`src/rtl/descr_pkg.sv`:
```
// Shared constants, enums and helpers for the 128b/130b receive block sequencer.
package descr_pkg;

    localparam int         BLK_SYMS    = 16;
    localparam logic [7:0] SYM_EIEOS   = 8'h00;
    localparam logic [7:0] SYM_SKP     = 8'hAA;
    localparam logic [7:0] SYM_SKP_END = 8'hE1;

    localparam logic [1:0] HDR_DATA = 2'b10;
    localparam logic [1:0] HDR_OS   = 2'b01;

    typedef enum logic [1:0] {
        BT_DATA  = 2'd0,
        BT_OS    = 2'd1,
        BT_SKP   = 2'd2,
        BT_EIEOS = 2'd3
    } blk_type_e;

    typedef enum logic {
        ST_HUNT  = 1'b0,
        ST_BLOCK = 1'b1
    } state_e;

    function automatic logic width_ok(input logic [5:0] w);
        return (w == 6'd8) || (w == 6'd16) || (w == 6'd32);
    endfunction

    // LFSR width select follows the beat width; unsupported widths fall back to 8b
    function automatic logic [1:0] width_to_sel(input logic [5:0] w);
        case (w)
            6'd16:   return 2'd1;
            6'd32:   return 2'd2;
            default: return 2'd0;
        endcase
    endfunction

    function automatic logic [2:0] width_to_bytes(input logic [5:0] w);
        case (w)
            6'd8:    return 3'd1;
            6'd16:   return 3'd2;
            6'd32:   return 3'd4;
            default: return 3'd0;
        endcase
    endfunction

    function automatic blk_type_e classify(input logic [1:0] hdr, input logic [7:0] sym0);
        if (hdr == HDR_DATA)       return BT_DATA;
        else if (sym0 == SYM_EIEOS) return BT_EIEOS;
        else if (sym0 == SYM_SKP)   return BT_SKP;
        else                        return BT_OS;
    endfunction

endpackage

```
`src/rtl/descrambler_block_ctrl_if.sv`:
```
// PIPE RX beat in, descrambler control out. errCnt exists only when
// DESCR_ERR_CNT_EN is defined.
interface descrambler_block_ctrl_if;
    logic        PIPEDataValid;
    logic        PIPEStartBlock;
    logic [1:0]  PIPESyncHeader;
    logic [5:0]  PIPEWIDTH;
    logic [31:0] PIPEData;

    logic        patternReset;
    logic [3:0]  advance;
    logic [3:0]  bypass;
    logic [1:0]  lfsrSel;
    logic [1:0]  blockType;
    logic        syncErr;
    logic        locked;
`ifdef DESCR_ERR_CNT_EN
    logic [7:0]  errCnt;
`endif

    modport master (
        output PIPEDataValid, PIPEStartBlock, PIPESyncHeader, PIPEWIDTH, PIPEData,
        input  patternReset, advance, bypass, lfsrSel, blockType, syncErr, locked
`ifdef DESCR_ERR_CNT_EN
        , input errCnt
`endif
    );

    modport slave (
        input  PIPEDataValid, PIPEStartBlock, PIPESyncHeader, PIPEWIDTH, PIPEData,
        output patternReset, advance, bypass, lfsrSel, blockType, syncErr, locked
`ifdef DESCR_ERR_CNT_EN
        , output errCnt
`endif
    );
endinterface

```
`src/rtl/descr_sym_counter.sv`:
```
// Symbol position within the current 128b block, block-end (wrap) detection
// including the shortened SKP block, and early/missing start-of-block detection.
module descr_sym_counter
    import descr_pkg::*;
(
    input  logic       clk,
    input  logic       reset,
    input  logic       i_clear,
    input  logic       i_en,
    input  logic       i_start,
    input  logic [2:0] i_bpb,
    input  logic       i_skpHit,
    input  logic [1:0] i_skpPos,
    output logic       o_wrap,
    output logic       o_early,
    output logic       o_missed
);
    localparam logic [4:0] END_FULL = 5'(BLK_SYMS);

    logic [3:0] r_symCnt;
    logic [4:0] r_endAt;
    logic [4:0] w_base;
    logic [4:0] w_endAt;
    logic [4:0] w_sum;

    // A start beat always sits at symbol 0; the first SKP_END pulls the block end to 3 symbols past it
    always_comb begin
        w_base  = i_start ? '0 : {1'b0, r_symCnt};
        w_endAt = i_start ? END_FULL : r_endAt;
        if (i_skpHit && (i_start || r_endAt == END_FULL))
            w_endAt = w_base + {3'b000, i_skpPos} + 5'd4;
        w_sum = w_base + {2'b00, i_bpb};
    end

    assign o_wrap   = w_sum >= w_endAt;
    assign o_early  = i_start && (r_symCnt != 4'd0);
    assign o_missed = !i_start && (r_symCnt == 4'd0);

    // Advance position on accepted beats; a completed block returns to symbol 0
    always_ff @(posedge clk or posedge reset) begin
        if (reset) begin
            r_symCnt <= '0;
            r_endAt  <= END_FULL;
        end else if (i_clear) begin
            r_symCnt <= '0;
            r_endAt  <= END_FULL;
        end else if (i_en) begin
            if (o_wrap) begin
                r_symCnt <= '0;
                r_endAt  <= END_FULL;
            end else begin
                r_symCnt <= w_sum[3:0];
                r_endAt  <= w_endAt;
            end
        end
    end
endmodule

```
`src/rtl/descrambler_block_ctrl.sv`:
```
// Receive-side 128b/130b block sequencer, one per lane. Tracks block alignment
// from PIPE start-block/sync-header, classifies blocks and drives the per-byte
// descrambler advance/bypass masks with zero latency.
// Optional: define DESCR_ERR_CNT_EN for a saturating syncErr counter (errCnt).
module descrambler_block_ctrl
    import descr_pkg::*;
(
    input  logic                    clk,
    input  logic                    reset,
    input  logic                    turnOff,
    descrambler_block_ctrl_if.slave bus
);
    state_e     r_state;
    blk_type_e  r_blkType;
    logic       r_locked;

    logic       w_idle, w_widthOk, w_beat, w_start, w_hdrLegal, w_badHdr;
    logic [2:0] w_bpb;
    logic [3:0] w_bmask;
    blk_type_e  w_curType, w_type;
    logic       w_wrap, w_early, w_missed, w_act, w_goHunt, w_syncErr;
    logic       w_skpHit;
    logic [1:0] w_skpPos;

    assign w_idle     = reset | turnOff;
    assign w_widthOk  = width_ok(bus.PIPEWIDTH);
    assign w_bpb      = width_to_bytes(bus.PIPEWIDTH);
    assign w_beat     = bus.PIPEDataValid & ~w_idle & w_widthOk;
    assign w_start    = bus.PIPEStartBlock;
    assign w_hdrLegal = (bus.PIPESyncHeader == HDR_DATA) || (bus.PIPESyncHeader == HDR_OS);
    assign w_badHdr   = w_start & ~w_hdrLegal;
    assign w_curType  = classify(bus.PIPESyncHeader, bus.PIPEData[7:0]);
    assign w_type     = w_start ? w_curType : r_blkType;

    // Bytes of the beat that carry symbols at the current width
    always_comb begin
        case (w_bpb)
            3'd1:    w_bmask = 4'b0001;
            3'd2:    w_bmask = 4'b0011;
            3'd4:    w_bmask = 4'b1111;
            default: w_bmask = 4'b0000;
        endcase
    end

    // Lowest-numbered SKP_END byte in an SKP block
    always_comb begin
        w_skpHit = 1'b0;
        w_skpPos = '0;
        for (int unsigned i = 0; i < 4; i++) begin
            if (!w_skpHit && w_bmask[i] && bus.PIPEData[8*i +: 8] == SYM_SKP_END) begin
                w_skpHit = 1'b1;
                w_skpPos = 2'(i);
            end
        end
        w_skpHit = w_skpHit & (w_type == BT_SKP);
    end

    assign w_act = (r_state == ST_HUNT) ? (w_beat & w_start & w_hdrLegal)
                                        : (w_beat & ~w_missed & ~w_badHdr);
    assign w_goHunt  = (r_state == ST_BLOCK) & w_beat & (w_missed | w_badHdr);
    assign w_syncErr = (bus.PIPEDataValid & ~w_idle & ~w_widthOk)
                     | ((r_state == ST_BLOCK) & w_beat & (w_missed | w_badHdr | w_early));

    descr_sym_counter u_cnt (
        .clk      (clk),
        .reset    (reset),
        .i_clear  (w_goHunt | turnOff),
        .i_en     (w_act),
        .i_start  (w_start),
        .i_bpb    (w_bpb),
        .i_skpHit (w_skpHit),
        .i_skpPos (w_skpPos),
        .o_wrap   (w_wrap),
        .o_early  (w_early),
        .o_missed (w_missed)
    );

    // Alignment FSM: hunt for a legal start, hold block type, lock after a clean block
    always_ff @(posedge clk or posedge reset) begin
        if (reset) begin
            r_state   <= ST_HUNT;
            r_blkType <= BT_DATA;
            r_locked  <= 1'b0;
        end else if (turnOff || w_goHunt) begin
            r_state  <= ST_HUNT;
            r_locked <= 1'b0;
        end else if (w_act) begin
            r_state <= ST_BLOCK;
            if (w_start)
                r_blkType <= w_curType;
            if (w_wrap)
                r_locked <= 1'b1;
        end
    end

    // Per-byte descrambler masks for the current beat
    always_comb begin
        bus.advance = '0;
        bus.bypass  = '1;
        if (w_act) begin
            case (w_type)
                BT_DATA: begin
                    bus.advance = w_bmask;
                    bus.bypass  = ~w_bmask;
                end
                BT_OS: begin
                    bus.advance = w_bmask;
                    bus.bypass  = ~w_bmask | {3'b000, w_start};
                end
                default: ;
            endcase
        end
    end

    assign bus.patternReset = w_act & w_wrap & (w_type == BT_EIEOS) & ~w_syncErr;
    assign bus.syncErr      = w_syncErr;
    assign bus.lfsrSel      = w_idle ? 2'd0 : width_to_sel(bus.PIPEWIDTH);
    assign bus.blockType    = w_idle ? BT_DATA : ((w_act & w_start) ? w_curType : r_blkType);
    assign bus.locked       = r_locked & ~w_idle;

`ifdef DESCR_ERR_CNT_EN
    logic [7:0] r_errCnt;

    // Saturating count of syncErr pulses since reset
    always_ff @(posedge clk or posedge reset) begin
        if (reset)
            r_errCnt <= '0;
        else if (w_syncErr && r_errCnt != '1)
            r_errCnt <= r_errCnt + 8'd1;
    end

    assign bus.errCnt = r_errCnt;
`endif
endmodule

```
`src/flat_wrapper.sv`:
```
// flat-port wrapper written by rule: the top's interface ports become plain ports
module descrambler_block_ctrl_flat import descr_pkg::*;
  (clk, reset, turnOff, bus_PIPEDataValid, bus_PIPEStartBlock, bus_PIPESyncHeader, bus_PIPEWIDTH, bus_PIPEData, bus_patternReset, bus_advance, bus_bypass, bus_lfsrSel, bus_blockType, bus_syncErr, bus_locked);
  descrambler_block_ctrl_if bus_i ();
  input  logic clk;
  input  logic reset;
  input  logic turnOff;
  input wire logic [$bits(bus_i.PIPEDataValid)-1:0] bus_PIPEDataValid;
  input wire logic [$bits(bus_i.PIPEStartBlock)-1:0] bus_PIPEStartBlock;
  input wire logic [$bits(bus_i.PIPESyncHeader)-1:0] bus_PIPESyncHeader;
  input wire logic [$bits(bus_i.PIPEWIDTH)-1:0] bus_PIPEWIDTH;
  input wire logic [$bits(bus_i.PIPEData)-1:0] bus_PIPEData;
  output wire logic [$bits(bus_i.patternReset)-1:0] bus_patternReset;
  output wire logic [$bits(bus_i.advance)-1:0] bus_advance;
  output wire logic [$bits(bus_i.bypass)-1:0] bus_bypass;
  output wire logic [$bits(bus_i.lfsrSel)-1:0] bus_lfsrSel;
  output wire logic [$bits(bus_i.blockType)-1:0] bus_blockType;
  output wire logic [$bits(bus_i.syncErr)-1:0] bus_syncErr;
  output wire logic [$bits(bus_i.locked)-1:0] bus_locked;
  assign bus_i.PIPEDataValid = bus_PIPEDataValid;
  assign bus_i.PIPEStartBlock = bus_PIPEStartBlock;
  assign bus_i.PIPESyncHeader = bus_PIPESyncHeader;
  assign bus_i.PIPEWIDTH = bus_PIPEWIDTH;
  assign bus_i.PIPEData = bus_PIPEData;
  assign bus_patternReset = bus_i.patternReset;
  assign bus_advance = bus_i.advance;
  assign bus_bypass = bus_i.bypass;
  assign bus_lfsrSel = bus_i.lfsrSel;
  assign bus_blockType = bus_i.blockType;
  assign bus_syncErr = bus_i.syncErr;
  assign bus_locked = bus_i.locked;
  descrambler_block_ctrl u_core (.clk(clk), .reset(reset), .turnOff(turnOff), .bus(bus_i));
endmodule
```
`config.mk`:
```
export PLATFORM = sky130hd
export DESIGN_NAME = descrambler_block_ctrl_flat
export DESIGN_NICKNAME = d
export VERILOG_FILES = /design/src/rtl/descr_pkg.sv /design/src/rtl/descrambler_block_ctrl_if.sv /design/src/rtl/descr_sym_counter.sv /design/src/rtl/descrambler_block_ctrl.sv /design/src/flat_wrapper.sv
export SDC_FILE = /design/constraint.sdc
export NUM_CORES = 1
export LEC_CHECK = 0
export CORE_ASPECT_RATIO = 1.1
export CORE_MARGIN = 2
export CORE_UTILIZATION = 45
export DETAILED_ROUTE_END_ITERATION = 6
export PLACE_DENSITY = 0.84
export SYNTH_ARGS = -nofsm -noshare
export SYNTH_HDL_FRONTEND = slang
export SYNTH_SLANG_ARGS = --single-unit
```
`constraint.sdc`:
```
create_clock -name clk -period 11.6 [get_ports clk]
set_clock_uncertainty 0.05 [all_clocks]
set_input_delay 1.16 -clock clk [delete_from_list [all_inputs] [get_ports clk]]
set_output_delay 1.16 -clock clk [all_outputs]
set_load 0.005 [all_outputs]
```
**After elaboration in Yosys (flattened, before gate mapping)**

Index checks and enable logic that the tools add are counted.

- Bits in registers: 13
- Bits of input ports: 45

- Add/sub/neg operators: 3
- Order comparisons: 1
- Equality and inequality tests: 17
- Muxes and demuxes: 36
- Bitwise logic cells: 31
- Reduce and logical (&&, ||, !) cells: 29

Operators with widths:

| kind | count |
|---|---|
| 8-bit equality test, second input constant | 5 |
| 4-bit two-way mux | 7 |
| 5-bit two-way mux | 5 |
| 2-bit two-way mux | 9 |
| 1-bit bitwise AND | 17 |
| 4-bit one-hot mux with 3 select lines | 1 |
| 1-bit two-way mux | 11 |
| 1-bit logical AND | 10 |
| 3-bit one-hot mux with 3 select lines | 1 |
| 8-bit zero test | 1 |
| 4-bit one-hot mux with 2 select lines | 1 |
| 1-bit inverter | 7 |
| 2-bit equality test, second input constant | 3 |
| 6-bit by 4-bit equality test with 1-bit output, second input constant | 1 |
| 6-bit by 5-bit equality test with 1-bit output, second input constant | 1 |
| 6-bit equality test, second input constant | 1 |
| 2-bit nonzero test | 3 |
| 5-bit by 2-bit adder with 5-bit output | 1 |
| 5-bit by 3-bit adder with 5-bit output | 1 |
| 5-bit by 3-bit adder with 5-bit output, second input constant | 1 |
| 5-bit equality test, second input constant | 1 |
| 5-bit >= comparator | 1 |
| 1-bit logical OR | 5 |
| 1-bit bitwise OR | 5 |
| 13 further kinds | 18 |

**Logic depth before layout (Yosys ltp)**

- Depth after elaboration: 25
- Mapped depth: 18
- Gate-level depth less buffers: 17

**Hierarchy**

A second synthesis with hierarchy kept.

- Cell total of the unflattened synthesis: 183
- Area, all modules: 1541.5 sq um

By module, submodules not included:

| module | times used | cells an instance | area an instance (sq um) | sequential area each (sq um) |
|---|---|---|---|---|
| descr_sym_counter | 1 | 89 | 817.0 | 226.5 |
| descrambler_block_ctrl | 1 | 94 | 724.4 | 100.1 |

**Worst setup path before layout**

No wires, ideal clock.

- Path type: input -> output
- Start: input bus_PIPEData[9]
- End: output bus_patternReset
- Data arrival time: 4.410 ns
- Data required time: 10.390 ns
- Path slack: 5.980 ns
- Stages on the path: 15
- Cells stage by stage: or4b_1 a2111oi_4 o211ai_2 nor2b_1 ha_1 a21oi_1 nand2b_1 a22oi_1 a22oi_1 ha_1 o21ai_0 o21bai_1 a21oi_1 or2_2 nor4b_1

- Longest elaborated chain between the ends: 18

RTL lines:

| element | RTL line | text |
|---|---|---|
| start, declared | flat_wrapper.sv:12 | `input wire logic [$bits(bus_i.PIPEData)-1:0] bus_PIPEData;` |
| 8-bit equality test (*) | descrambler_block_ctrl.sv:50 | `if (!w_skpHit && w_bmask[i] && bus.PIPEData[8*i +: 8] == SYM_SKP_END) begin` |
| 1-bit logical AND (*) | descrambler_block_ctrl.sv:50 |  |
| 1-bit two-way mux | descrambler_block_ctrl.sv:50 |  |
| 1-bit zero test | descrambler_block_ctrl.sv:50 |  |
| 1-bit logical AND (2 in series) | descrambler_block_ctrl.sv:50 |  |
| 1-bit two-way mux | descrambler_block_ctrl.sv:50 |  |
| 1-bit zero test | descrambler_block_ctrl.sv:50 |  |
| 1-bit logical AND (2 in series) | descrambler_block_ctrl.sv:50 |  |
| 2-bit two-way mux / 1-bit two-way mux (equally long branches) | descrambler_block_ctrl.sv:50 |  |
| 5-bit by 2-bit adder with 5-bit output / 1-bit bitwise AND (equally long branches) | descr_sym_counter.sv:31, descrambler_block_ctrl.sv:55 |  |
| 5-bit by 3-bit adder with 5-bit output / 1-bit logical AND (equally long branches) | descr_sym_counter.sv:31, descr_sym_counter.sv:30 |  |
| 5-bit two-way mux (*) | descr_sym_counter.sv:30 | `if (i_skpHit && (i_start \|\| r_endAt == END_FULL))` |
| 5-bit >= comparator (*) | descr_sym_counter.sv:35 | `assign o_wrap = w_sum >= w_endAt;` |
| 1-bit bitwise AND (*) (3 in series) | descrambler_block_ctrl.sv:115 | `assign bus.patternReset = w_act & w_wrap & (w_type == BT_EIEOS) & ~w_syncErr;` |
| end, declared | flat_wrapper.sv:13 | `output wire logic [$bits(bus_i.patternReset)-1:0] bus_patternReset;` |

Every way passes the cells marked *; elsewhere a longest branch is shown, timed or not.

**Worst setup path after layout**

- Start: input bus_PIPEWIDTH[3]
- End: output bus_patternReset

- Longest elaborated chain between the ends: 25

RTL lines:

| element | RTL line | text |
|---|---|---|
| start, declared | flat_wrapper.sv:11 | `input wire logic [$bits(bus_i.PIPEWIDTH)-1:0] bus_PIPEWIDTH;` |
| 6-bit equality test (tied with other cells) | descr_pkg.sv:25, descr_pkg.sv:38 |  |
| 3-bit one-hot mux with 3 select lines | descr_pkg.sv:38 | `case (w)` |
| 3-bit equality test (tied with other cells) | descrambler_block_ctrl.sv:37 | `case (w_bpb)` |
| 4-bit one-hot mux with 3 select lines | descrambler_block_ctrl.sv:37 |  |
| 1-bit logical AND | descrambler_block_ctrl.sv:50 |  |
| 1-bit two-way mux | descrambler_block_ctrl.sv:50 |  |
| 1-bit zero test | descrambler_block_ctrl.sv:50 |  |
| 1-bit logical AND (2 in series) | descrambler_block_ctrl.sv:50 |  |
| [6 not listed] | -- |  |
| 1-bit logical AND (2 in series) | descrambler_block_ctrl.sv:50 |  |
| 2-bit two-way mux / 1-bit two-way mux (equally long branches) | descrambler_block_ctrl.sv:50 |  |
| 5-bit by 2-bit adder with 5-bit output / 1-bit bitwise AND (equally long branches) | descr_sym_counter.sv:31, descrambler_block_ctrl.sv:55 |  |
| 5-bit by 3-bit adder with 5-bit output / 1-bit logical AND (equally long branches) | descr_sym_counter.sv:31, descr_sym_counter.sv:30 |  |
| 5-bit two-way mux | descr_sym_counter.sv:30 |  |
| 5-bit >= comparator | descr_sym_counter.sv:35 |  |
| 1-bit bitwise AND (2 in series) | descrambler_block_ctrl.sv:115 |  |
| 1-bit bitwise AND (*) | descrambler_block_ctrl.sv:115 |  |

Marked as above.

==> summary.md <==
| Metric | Value |
|---|---|
| Unrepaired setup endpoints after global routing | `false` |
| # DRC | `0` |
| Number of global-route vias before repair | `between 1,500 and 2,000` |
| Clock slew at reported path FFs | `80 ps` |
| Startpoint types | `input port` |
| Status | `completed` |
| GRT Total Usage | `24.9%` |
| Placed cell area | `2020 um^2` |
| Synth top area share | `around a fifth` |
| Worst setup EP type | `output port` |
| Placement Rows | `21` |
| Final Wtd Congestion | `approximately 0.96` |
| Synth async-reset ratio | `between 90% and 100%` |
| Sequential share of the synthesized area | `between 20% and 30%` |
| Worst-path fanout max | `6` |
| Ant. Diodes | `0` |
| # H-tree levels | `1` |
| Most numerous cell in the Yosys netlist | `inv_1` |
| Post-synth top cells | `inv_1, dfrtp_1, ha_1, nand2_1, o21ai_0` |
| Post-route cell area | `a little over 2000 um^2` |
| Worst skew pair latency | `approximately 270 ps` |
| Fmax | `~0.14 GHz` |
| WL per Instance | `roughly 16 um` |
| Die Ht | `around 63 um` |
| Hpwl dp | `~3600 um` |
| Mapped Cells | `164` |
| Port Buffers | `59` |
| Post-synth top flop | `dfrtp_1` |
| Post-CTS Repair Setup Buffers | `0` |
| Global route overflow | `0` |
| Largest stage delay on the critical path | `560 ps` |
| Post-CTS Resized | `0` |
| TritonCTS clock tree | `yes` |
| Mapped Nets | `between 200 and 250` |
| Top sig layer | `met4` |
| Maximum vdd drop | `roughly 0.055 mV` |
| Final min period | `approximately 6900 ps` |
| Via count | `about 1,500` |
| HP Class | `register to register` |
| Nets | `approximately 280` |
| Drt pass-1 iters | `4` |
| Largest net degree at the start of global routing | `16` |
| Cell Area, Synth | `~1400 um^2` |
| WP data required | `~10,000 ps` |
| TritonCTS Buffers | `3` |
| Measured slew at the worst slew-check pin | `around 630 ps` |
| Cells along the critical path | `clkdlybuf4s50_1 -> or4_4 -> nor2_1 -> o21ai_1 -> nor2b_1 -> ha_1 -> a21oi_1 -> nand2b_1 -> a22oi_1 -> a22oi_1 -> ha_1 -> o21ai_0 -> o21bai_1 -> a21oi_1 -> or2_2 -> nor4b_1 -> clkdlybuf4s50_1` |
| Setup_tns | `0 ps` |
| Slew Limit Headroom | `57.6%` |
| DRT antenna net count | `0` |
| Ratio of cells with drive above 1 in the final layout | `6.73%` |
| Crit path kind | `input port to output port` |
| CTS Hold Buffers Added | `0` |
| Initial DRC Count | `47` |
| Hold Fails Final Rpt | `0` |
| Filler instances | `roughly 250` |
| Die ar. | `about 3600 um^2` |
| CTS sink cnt | `13` |
| Core Region | `roughly 3000 um^2` |
| Part of the cycle the worst path needs | `between 50% and 60%` |
| Synth area leader | `dfrtp_1` |
| Hold Worst Slack | `470 ps` |
| Distinct cells, synth | `48` |
| Initial antenna violation count | `0` |
| Synth area leaders | `dfrtp_1, ha_1, o21ai_0` |
| Final-report max-slew violation count | `0` |
| Initial core utilization | `47.0%` |
| Worst Path Buf+Inv | `2` |
| Met3 routed WL | `a little over 300 um` |
| First-pass GRT wire length | `about 7200 um` |
| Slowest cell on crit path | `or4_4` |
| Worst EP arrival | `5710 ps` |
| Total chip power | `0.102 mW` |
| Max-Cap Viols | `0` |
| Via density | `6.01` |
| Die X | `about 58 um` |
| Leak | `roughly 0.8 nW` |
| Root Buffer | `clkbuf_4` |
| WL final | `4220 um` |
| Setup violators final | `0` |
| Mapped Avg Cell Area | `around 8.7 um^2` |
| Pwr per Cell Area | `roughly 50 nW/um^2` |
| DR WL met2 | `approximately 2200 um` |
| CTS max path bufs | `2` |
| Warnings from Yosys | `0` |
| Number of flops mapped to enable cells by yosys | `0` |
| Delay-heaviest family, CP | `simple AND/OR/NAND/NOR gates` |
| IO Pins | `60` |
| Final WS setup | `4680 ps` |
| Wl on met1 | `roughly 1600 um` |
| DP Worst Slack | `4760 ps` |
| Post-synthesis register bit count | `13` |
| Synth-to-layout area growth | `44.4%` |
[cell families (layout without fill, tap and decap cells)]
| family | Yosys count | in the layout | share of synthesized area (%) |
|---|---|---|---|
| DFF | 13 | 13 | 23.0 |
| adders and majority gates | 13 | 13 | 12.5 |
| AOI/OAI and AO/OA | 47 | 47 | 26.5 |
| buffers and inverters | 18 | 77 | 5.82 |
| xor gates and xnor gates | 4 | 4 | 2.47 |
| muxes | 1 | 1 | 0.794 |
| and+or+nand+nor | 68 | 68 | 28.8 |
[registers in the layout, summed over array words and instances, names as in the netlist]
name	flops
u_core.u_cnt.r_symCnt	4
u_core.r_blkType	2
u_core.r_state	1
u_core.r_locked	1
u_core.u_cnt.r_endAt	5
[stage by stage]
step | utilization [%] | instances
2_1_floorplan | - | 164
3_3_place_gp | 66.9 | 253
3_5_place_dp | 66.9 | 253
4_1_cts | 67.8 | 257
5_1_grt | 67.8 | 257
6_report | 67.8 | 257
[worst register-to-register path, stage by stage, from the launching register on]
cell and delay [ps]:
dfrtp_1 410, nor4_1 370, a31oi_1 190, a211oi_4 420
nand2_2 100, o21ai_0 100, ha_1 270, nand2b_1 160
a211oi_1 240, o21bai_1 140, a211oi_2 590, a21o_1 280
a32o_1 150
[where the power goes]
group / leakage (nW) / switching (mW) / internal, mW
Combinational: 0.634 / 0.0111 / 0.0174
Clock: 0.0150 / 0.0142 / 0.0133
Sequential: 0.173 / 0.0000349 / 0.0454
[cell type report]
type | instances | area (um^2) | share of cell area, %
Timing Repair Buffer | 59 | 591 | 28.8
Clock buffer | 4 | 26.3 | 1.28
Tap cell | 34 | 42.5 | 2.08
Sequential cell | 13 | 327 | 15.9
Inverter | 14 | 52.6 | 2.57
Multi-Input combinational cell | 133 | 1010 | 49.3
[per-layer routing]
metal  global-route usage (%)  up-vias
li1                         -      736
met1                     29.4      722
met2                     44.6       72
met3                     5.18       15
met4                     6.98        0
met5                        0        -
[final timing paths]
kind	start	endpoint	slack, ps	cells after the start
setup / recovery	bus_PIPEWIDTH[3]	bus_patternReset	4680	17
hold / removal	u_core.u_cnt.r_endAt[4]	u_core.u_cnt.r_endAt[4]	470	2
max in group asynchronous	reset	u_core.u_cnt.r_endAt[4]	9890	2
setup reg to reg	u_core.u_cnt.r_endAt[0]	u_core.u_cnt.r_endAt[1]	8070	12
hold reg to reg	u_core.u_cnt.r_endAt[4]	u_core.u_cnt.r_endAt[4]	470	2
min in group asynchronous	reset	u_core.r_blkType[0]	1260	2
[layout by cell type (no fill, tap or decap), types with 3 or more instances in the layout]
cell              n
a21oi_1           8
a22o_1            3
a22oi_1           4
a31oi_1           3
a32o_1            4
and2_1            5
clkbuf_4          3
clkdlybuf4s50_1  59
dfrtp_1          12
ha_1             11
inv_1            14
nand2_1          11
nand2b_1          6
nand4b_1          5
nor2_1            7
nor2b_1           8
nor4_1            6
o21ai_0          11
or4_1             4
xnor2_1           3
Power figures use the tool's default switching activity.
